[src/rtl/fetch_ctrl.sv]
// Instruction-fetch controller: owns the PC, issues one fetch at a time over a
// req/gnt/rvalid port, buffers the returned word for decode, and drops stale responses.
module fetch_ctrl #(
  parameter logic [31:0] PC_RESET_ADDR = 32'h0000_0000,
  parameter logic [31:0] NOP_INSTR     = 32'h0000_0013
) (
  input  logic        clk,
  input  logic        rst_n,
  input  logic        trap_flag,
  input  logic [31:0] trap_addr,
  input  logic        jump_flag,
  input  logic [31:0] jump_addr,
  output logic        imem_req,
  output logic [31:0] imem_addr,
  input  logic        imem_gnt,
  input  logic        imem_rvalid,
  input  logic [31:0] imem_rdata,
  output logic        if_valid,
  output logic [31:0] if_pc,
  output logic [31:0] if_instr,
  input  logic        id_ready,
  output logic [31:0] pc
);

  typedef enum logic [1:0] {
    S_IDLE,
    S_REQ,
    S_WAIT,
    S_HOLD
  } state_t;

  state_t      r_state;
  state_t      w_state_next;
  logic [31:0] r_pc;
  logic [31:0] w_pc_next;
  logic [31:0] r_fetch_pc;
  logic [31:0] w_fetch_pc_next;
  logic [31:0] r_if_pc;
  logic [31:0] w_if_pc_next;
  logic [31:0] r_if_instr;
  logic [31:0] w_if_instr_next;
  logic        r_kill;
  logic        w_kill_next;

  logic        w_redirect;
  logic [31:0] w_target;

  assign w_redirect = trap_flag | jump_flag;
  assign w_target   = (trap_flag ? trap_addr : jump_addr) & 32'hFFFF_FFFC;

  always_ff @(posedge clk or negedge rst_n) begin
    if (!rst_n) begin
      r_state    <= S_IDLE;
      r_pc       <= PC_RESET_ADDR;
      r_fetch_pc <= 32'h0000_0000;
      r_if_pc    <= 32'h0000_0000;
      r_if_instr <= NOP_INSTR;
      r_kill     <= 1'b0;
    end else begin
      r_state    <= w_state_next;
      r_pc       <= w_pc_next;
      r_fetch_pc <= w_fetch_pc_next;
      r_if_pc    <= w_if_pc_next;
      r_if_instr <= w_if_instr_next;
      r_kill     <= w_kill_next;
    end
  end

  always_comb begin
    w_state_next    = r_state;
    w_pc_next       = r_pc;
    w_fetch_pc_next = r_fetch_pc;
    w_if_pc_next    = r_if_pc;
    w_if_instr_next = r_if_instr;
    w_kill_next     = r_kill;

    case (r_state)
      S_IDLE: begin
        w_state_next = S_REQ;
        if (w_redirect) w_pc_next = w_target;
      end

      S_REQ: begin
        if (imem_gnt) begin
          // The old address is already accepted, so a same-cycle redirect
          // must mark its response stale rather than cancel it.
          w_state_next    = S_WAIT;
          w_fetch_pc_next = r_pc;
          w_pc_next       = w_redirect ? w_target : r_pc + 32'd4;
          w_kill_next     = w_redirect;
        end else if (w_redirect) begin
          w_pc_next = w_target;
        end
      end

      S_WAIT: begin
        if (imem_rvalid) begin
          if (r_kill || w_redirect) begin
            w_state_next = S_REQ;
            w_kill_next  = 1'b0;
            if (w_redirect) w_pc_next = w_target;
          end else begin
            w_state_next    = S_HOLD;
            w_if_instr_next = imem_rdata;
            w_if_pc_next    = r_fetch_pc;
          end
        end else if (w_redirect) begin
          w_kill_next = 1'b1;
          w_pc_next   = w_target;
        end
      end

      S_HOLD: begin
        // A redirect drops the buffered word even if decode is ready.
        if (w_redirect) begin
          w_pc_next    = w_target;
          w_state_next = S_REQ;
        end else if (id_ready) begin
          w_state_next = S_REQ;
        end
      end

      default: w_state_next = S_IDLE;
    endcase
  end

  assign imem_req  = (r_state == S_REQ);
  assign imem_addr = r_pc;
  assign pc        = r_pc;
  assign if_valid  = (r_state == S_HOLD);
  assign if_pc     = r_if_pc;
  assign if_instr  = r_if_instr;

endmodule

[config.mk]
export PLATFORM = sky130hd
export DESIGN_NAME = fetch_ctrl
export DESIGN_NICKNAME = d
export VERILOG_FILES = /design/src/rtl/fetch_ctrl.sv
export SDC_FILE = /design/constraint.sdc
export NUM_CORES = 1
export LEC_CHECK = 0
export ABC_AREA = 1
export BUFFER_PORTS_ARGS = -buffer_cell sky130_fd_sc_hd__buf_2
export CAP_MARGIN = 25
export CORE_AREA = 2 2 184 132
export DETAILED_ROUTE_END_ITERATION = 16
export DIE_AREA = 0 0 186 134
export GPL_TIMING_DRIVEN = 0
export PLACE_DENSITY = 0.55
export SLEW_MARGIN = 20
export SYNTH_ARGS = -nofsm -noshare
export SYNTH_HDL_FRONTEND = slang
export SYNTH_SLANG_ARGS = --single-unit
[constraint.sdc]
create_clock -name clk -period 2.5 [get_ports clk]
set_clock_uncertainty 0.1 [all_clocks]
set_input_delay 0.25 -clock clk [delete_from_list [all_inputs] [get_ports clk]]
set_output_delay 0.25 -clock clk [all_outputs]
set_load 0.01 [all_outputs]
==> results.sh <==
export IMPL_status="finished clean"
export IMPL_fin_cells=1513
export IMPL_r2r_slack_ns=0.38
export IMPL_final_area_sq_um=9390
export IMPL_fp_dieH_um=134
export IMPL_period_share_pct=84.9
export IMPL_multiInputGateArea_sq_um=2860
export IMPL_ys_seq_area_share_pct=48.0
export IMPL_worst_pin_slew_ns=0.634
export IMPL_async_flop_share_pct=100
export IMPL_hold_viol=0
export IMPL_cts_inserted_buffers=17
export IMPL_clock_root_buffer="clkbuf_16"
export IMPL_synth_flop_cell="dfrtp_1"
export IMPL_r2r_start="r_state[0]"
export IMPL_criticalPathCategory="register to register"
export IMPL_worstSetupStartpointType="register"
export IMPL_worstPathRequired_ns=2.76
export IMPL_max_vdd_ir_drop_mv=0.511
export IMPL_place_gp_congestion=0.881
export IMPL_final_nets=1290
export IMPL_fill_cells=2389
export IMPL_chipWidth_um=186
export IMPL_critPathMaxFanout=10
export IMPL_dp_cells=1448
export IMPL_rsz0062_at_grt="false"
export IMPL_seq_area_sq_um=3280
export IMPL_rr_endpoint="if_pc[0]"
export IMPL_drtAntennaViolNets=0
export IMPL_synthCells=903
export IMPL_fin_hold_ws_ns=0.0599
export IMPL_wl_um=23700
export IMPL_synth_area_per_cell_sq_um=7.57
export IMPL_area_delta_synth_final_pct=37.4
export IMPL_power_density_nw_per_um2=927
export IMPL_slowest_stage="dfrtp_1"
export IMPL_overflow=0
export IMPL_drtIter0Drc=457
export IMPL_post_cts_resized=0
export IMPL_clk_path_buf_depth=2
export IMPL_synth_edf_count=0
export IMPL_slew_viol_final=0
export IMPL_cp_end_kind="register"
export IMPL_ios=233
export IMPL_h_tree_depth=4
export IMPL_holdCritStartpoint="trap_addr[11]"
export IMPL_synth_fp_nets=1011
export IMPL_holdBufCountCts=33
export IMPL_grt_pass1_vias=6310
export IMPL_antennaDiodeCount=0
export IMPL_drc=0
export IMPL_core_area_sq_um=23200
export IMPL_yosys_top_cells_area="dfrtp_1 47%, nand2_1 19%, nor2_1 4.5%"
export IMPL_leakage_nw=5.11
export IMPL_grt_max_degree=94
export IMPL_holdPathEnd="imem_addr[11]"
export IMPL_maxCapViolCount=0
export IMPL_synth_top_area_share_pct=46.8
export IMPL_max_slew_margin_rel_pct=57.7
export IMPL_dp_final_hpwl_um=17400
export IMPL_cp_cell_sequence="inv_1 -> ha_1 -> inv_1 -> nor2_1 -> nand3_4 -> buf_2 -> clkbuf_1 -> nand2_1 -> nand2_1"
export IMPL_place_area_sq_um=8400
export IMPL_layout_min_cycle_time_ns=2.12
export IMPL_initial_utilization_pct=29.4
export IMPL_grt_use_total_pct=19.2
export IMPL_grt_pass1_wl_um=35900
export IMPL_hold_path_class="input port to register"
export IMPL_cts_sinks=131
export IMPL_yosysWarningCount=0
export IMPL_clkSlewWorstSetupHoldPaths_ns=0.06
export IMPL_rows=47
export IMPL_ys_types=44
export IMPL_drive_gt1_share_pct=29.5
export IMPL_cpPeakStageDelay_ns=0.42
export IMPL_fmax_mhz=471
export IMPL_antenna_found_initial=0
export IMPL_synth_largest_area_cell="dfrtp_1"
export IMPL_arrival_ns=2.38
export IMPL_insertion_delay_ns=0.42
export IMPL_dieArea_sq_um=24900
export IMPL_io_buffers=226
export IMPL_vias=6844
export IMPL_netlist_area_sq_um=6840
export IMPL_min_path_cells=3
export IMPL_synth_seq_cells=131
export IMPL_routedWlPerCell_um=15.7
export IMPL_firstDrtPassIters=5
export IMPL_cts_tree="built"
export IMPL_vias_per_cell=4.52
export IMPL_worst_r2r_cell_count=9
export IMPL_post_cts_setup_buffer_count=0
export IMPL_setup_violations=0
==> per-stage QoR <==
stage,utilization [%],total power [W],setup slack [ns],setup TNS [ns]
after floorplan,-,0.00475,0.775,0
after CTS,40.4,0.00879,0.382,0
after detailed placement,36.2,0.00593,0.409,0
after global routing,40.4,0.00929,0.201,0
after global placement,36.0,0.00589,-0.872,-109.80
final,40.4,0.00871,0.377,0
==> report_power, final <==
group	internal, W	switching [W]	total [W]
Sequential	0.00283	0.000503	0.00333
Clock	0.00182	0.000955	0.00277
Combinational	0.00107	0.00153	0.00260
==> cells by family (layout without fill, tap and decap cells) <==
family	Yosys count	in the layout	synth area share [%]
mux	4	4	0.659
buf+inv	140	432	10.2
fa+ha+maj	5	5	0.915
simple gates	502	502	30.4
flops	131	131	48.0
xor+xnor	2	2	0.256
compound gates	119	119	9.57
==> worst max path at each step <==
stage,startpoint,to,cells after the start
after floorplan,imem_addr[2],imem_addr[22],10
after global placement,rst_n,imem_addr[28],1
after detailed placement,r_state[0],if_pc[0],9
after CTS,r_state[0],if_pc[0],9
after global routing,r_state[0],if_instr[29],9
final,r_state[0],if_pc[0],9
==> synthesized netlist by cell type (2+ instances only) <==
master	number
a22oi_1	5
dfrtp_1	128
clkbuf_1	14
buf_4	36
a31oi_1	3
o22ai_1	3
buf_2	21
nor2_1	82
o211ai_1	2
dfstp_2	3
o21ai_0	54
nor2_4	2
mux2_2	4
o21ai_1	11
nand4_1	7
inv_1	61
nand2_1	341
nor3_2	2
inv_2	5
a21oi_1	34
nand2_2	3
nor3_1	8
nor2_2	8
nand3_1	42
ha_1	5
==> flip-flops by register name, summed over array words and instances, names as in the netlist <==
register    count
r_kill          1
r_fetch_pc     32
if_instr       32
imem_addr      32
r_state         2
if_pc          32
==> layout by cell type, fill, tap and decap left out, drive strengths merged, types with 4 or more instances in the layout <==
master       count
ha               5
nand2          345
nand3           44
buf            286
inv             66
nand4            7
a22oi            6
clkbuf          33
clkinvlp         5
mux2             4
a21oi           35
clkinv           4
dlygate4sd3     33
bufinv           5
nor3            11
dfrtp          128
o21ai           65
nor2            93
==> cell type report <==
class                   count  area share (%)
multi-input cells         632            30.4
inverters                  67            2.69
clock buffers              19            4.82
well taps                 318            4.24
repair buffers            260            16.0
plain buffers              73            4.71
clock inverters            13            2.20
flip-flops and latches    131            34.9
==> per-layer routing <==
metal	wire [um]	vias to the layer above	GRT usage, %
li1	-	3399	-
met1	11900	3168	28.4
met2	9950	249	28.4
met3	1630	28	4.43
met4	274	0	4.16
met5	0	-	0
==> worst max-delay path, delay by kind of cell, from the launching register on <==
kind / cells / cell delay (ns)
buffers and inverters: 4 / 0.89
DFF: 1 / 0.42
and+or+nand+nor: 4 / 0.42
adders and majority gates: 1 / 0.21
Note: power is estimated with default switching activity, not from simulation.
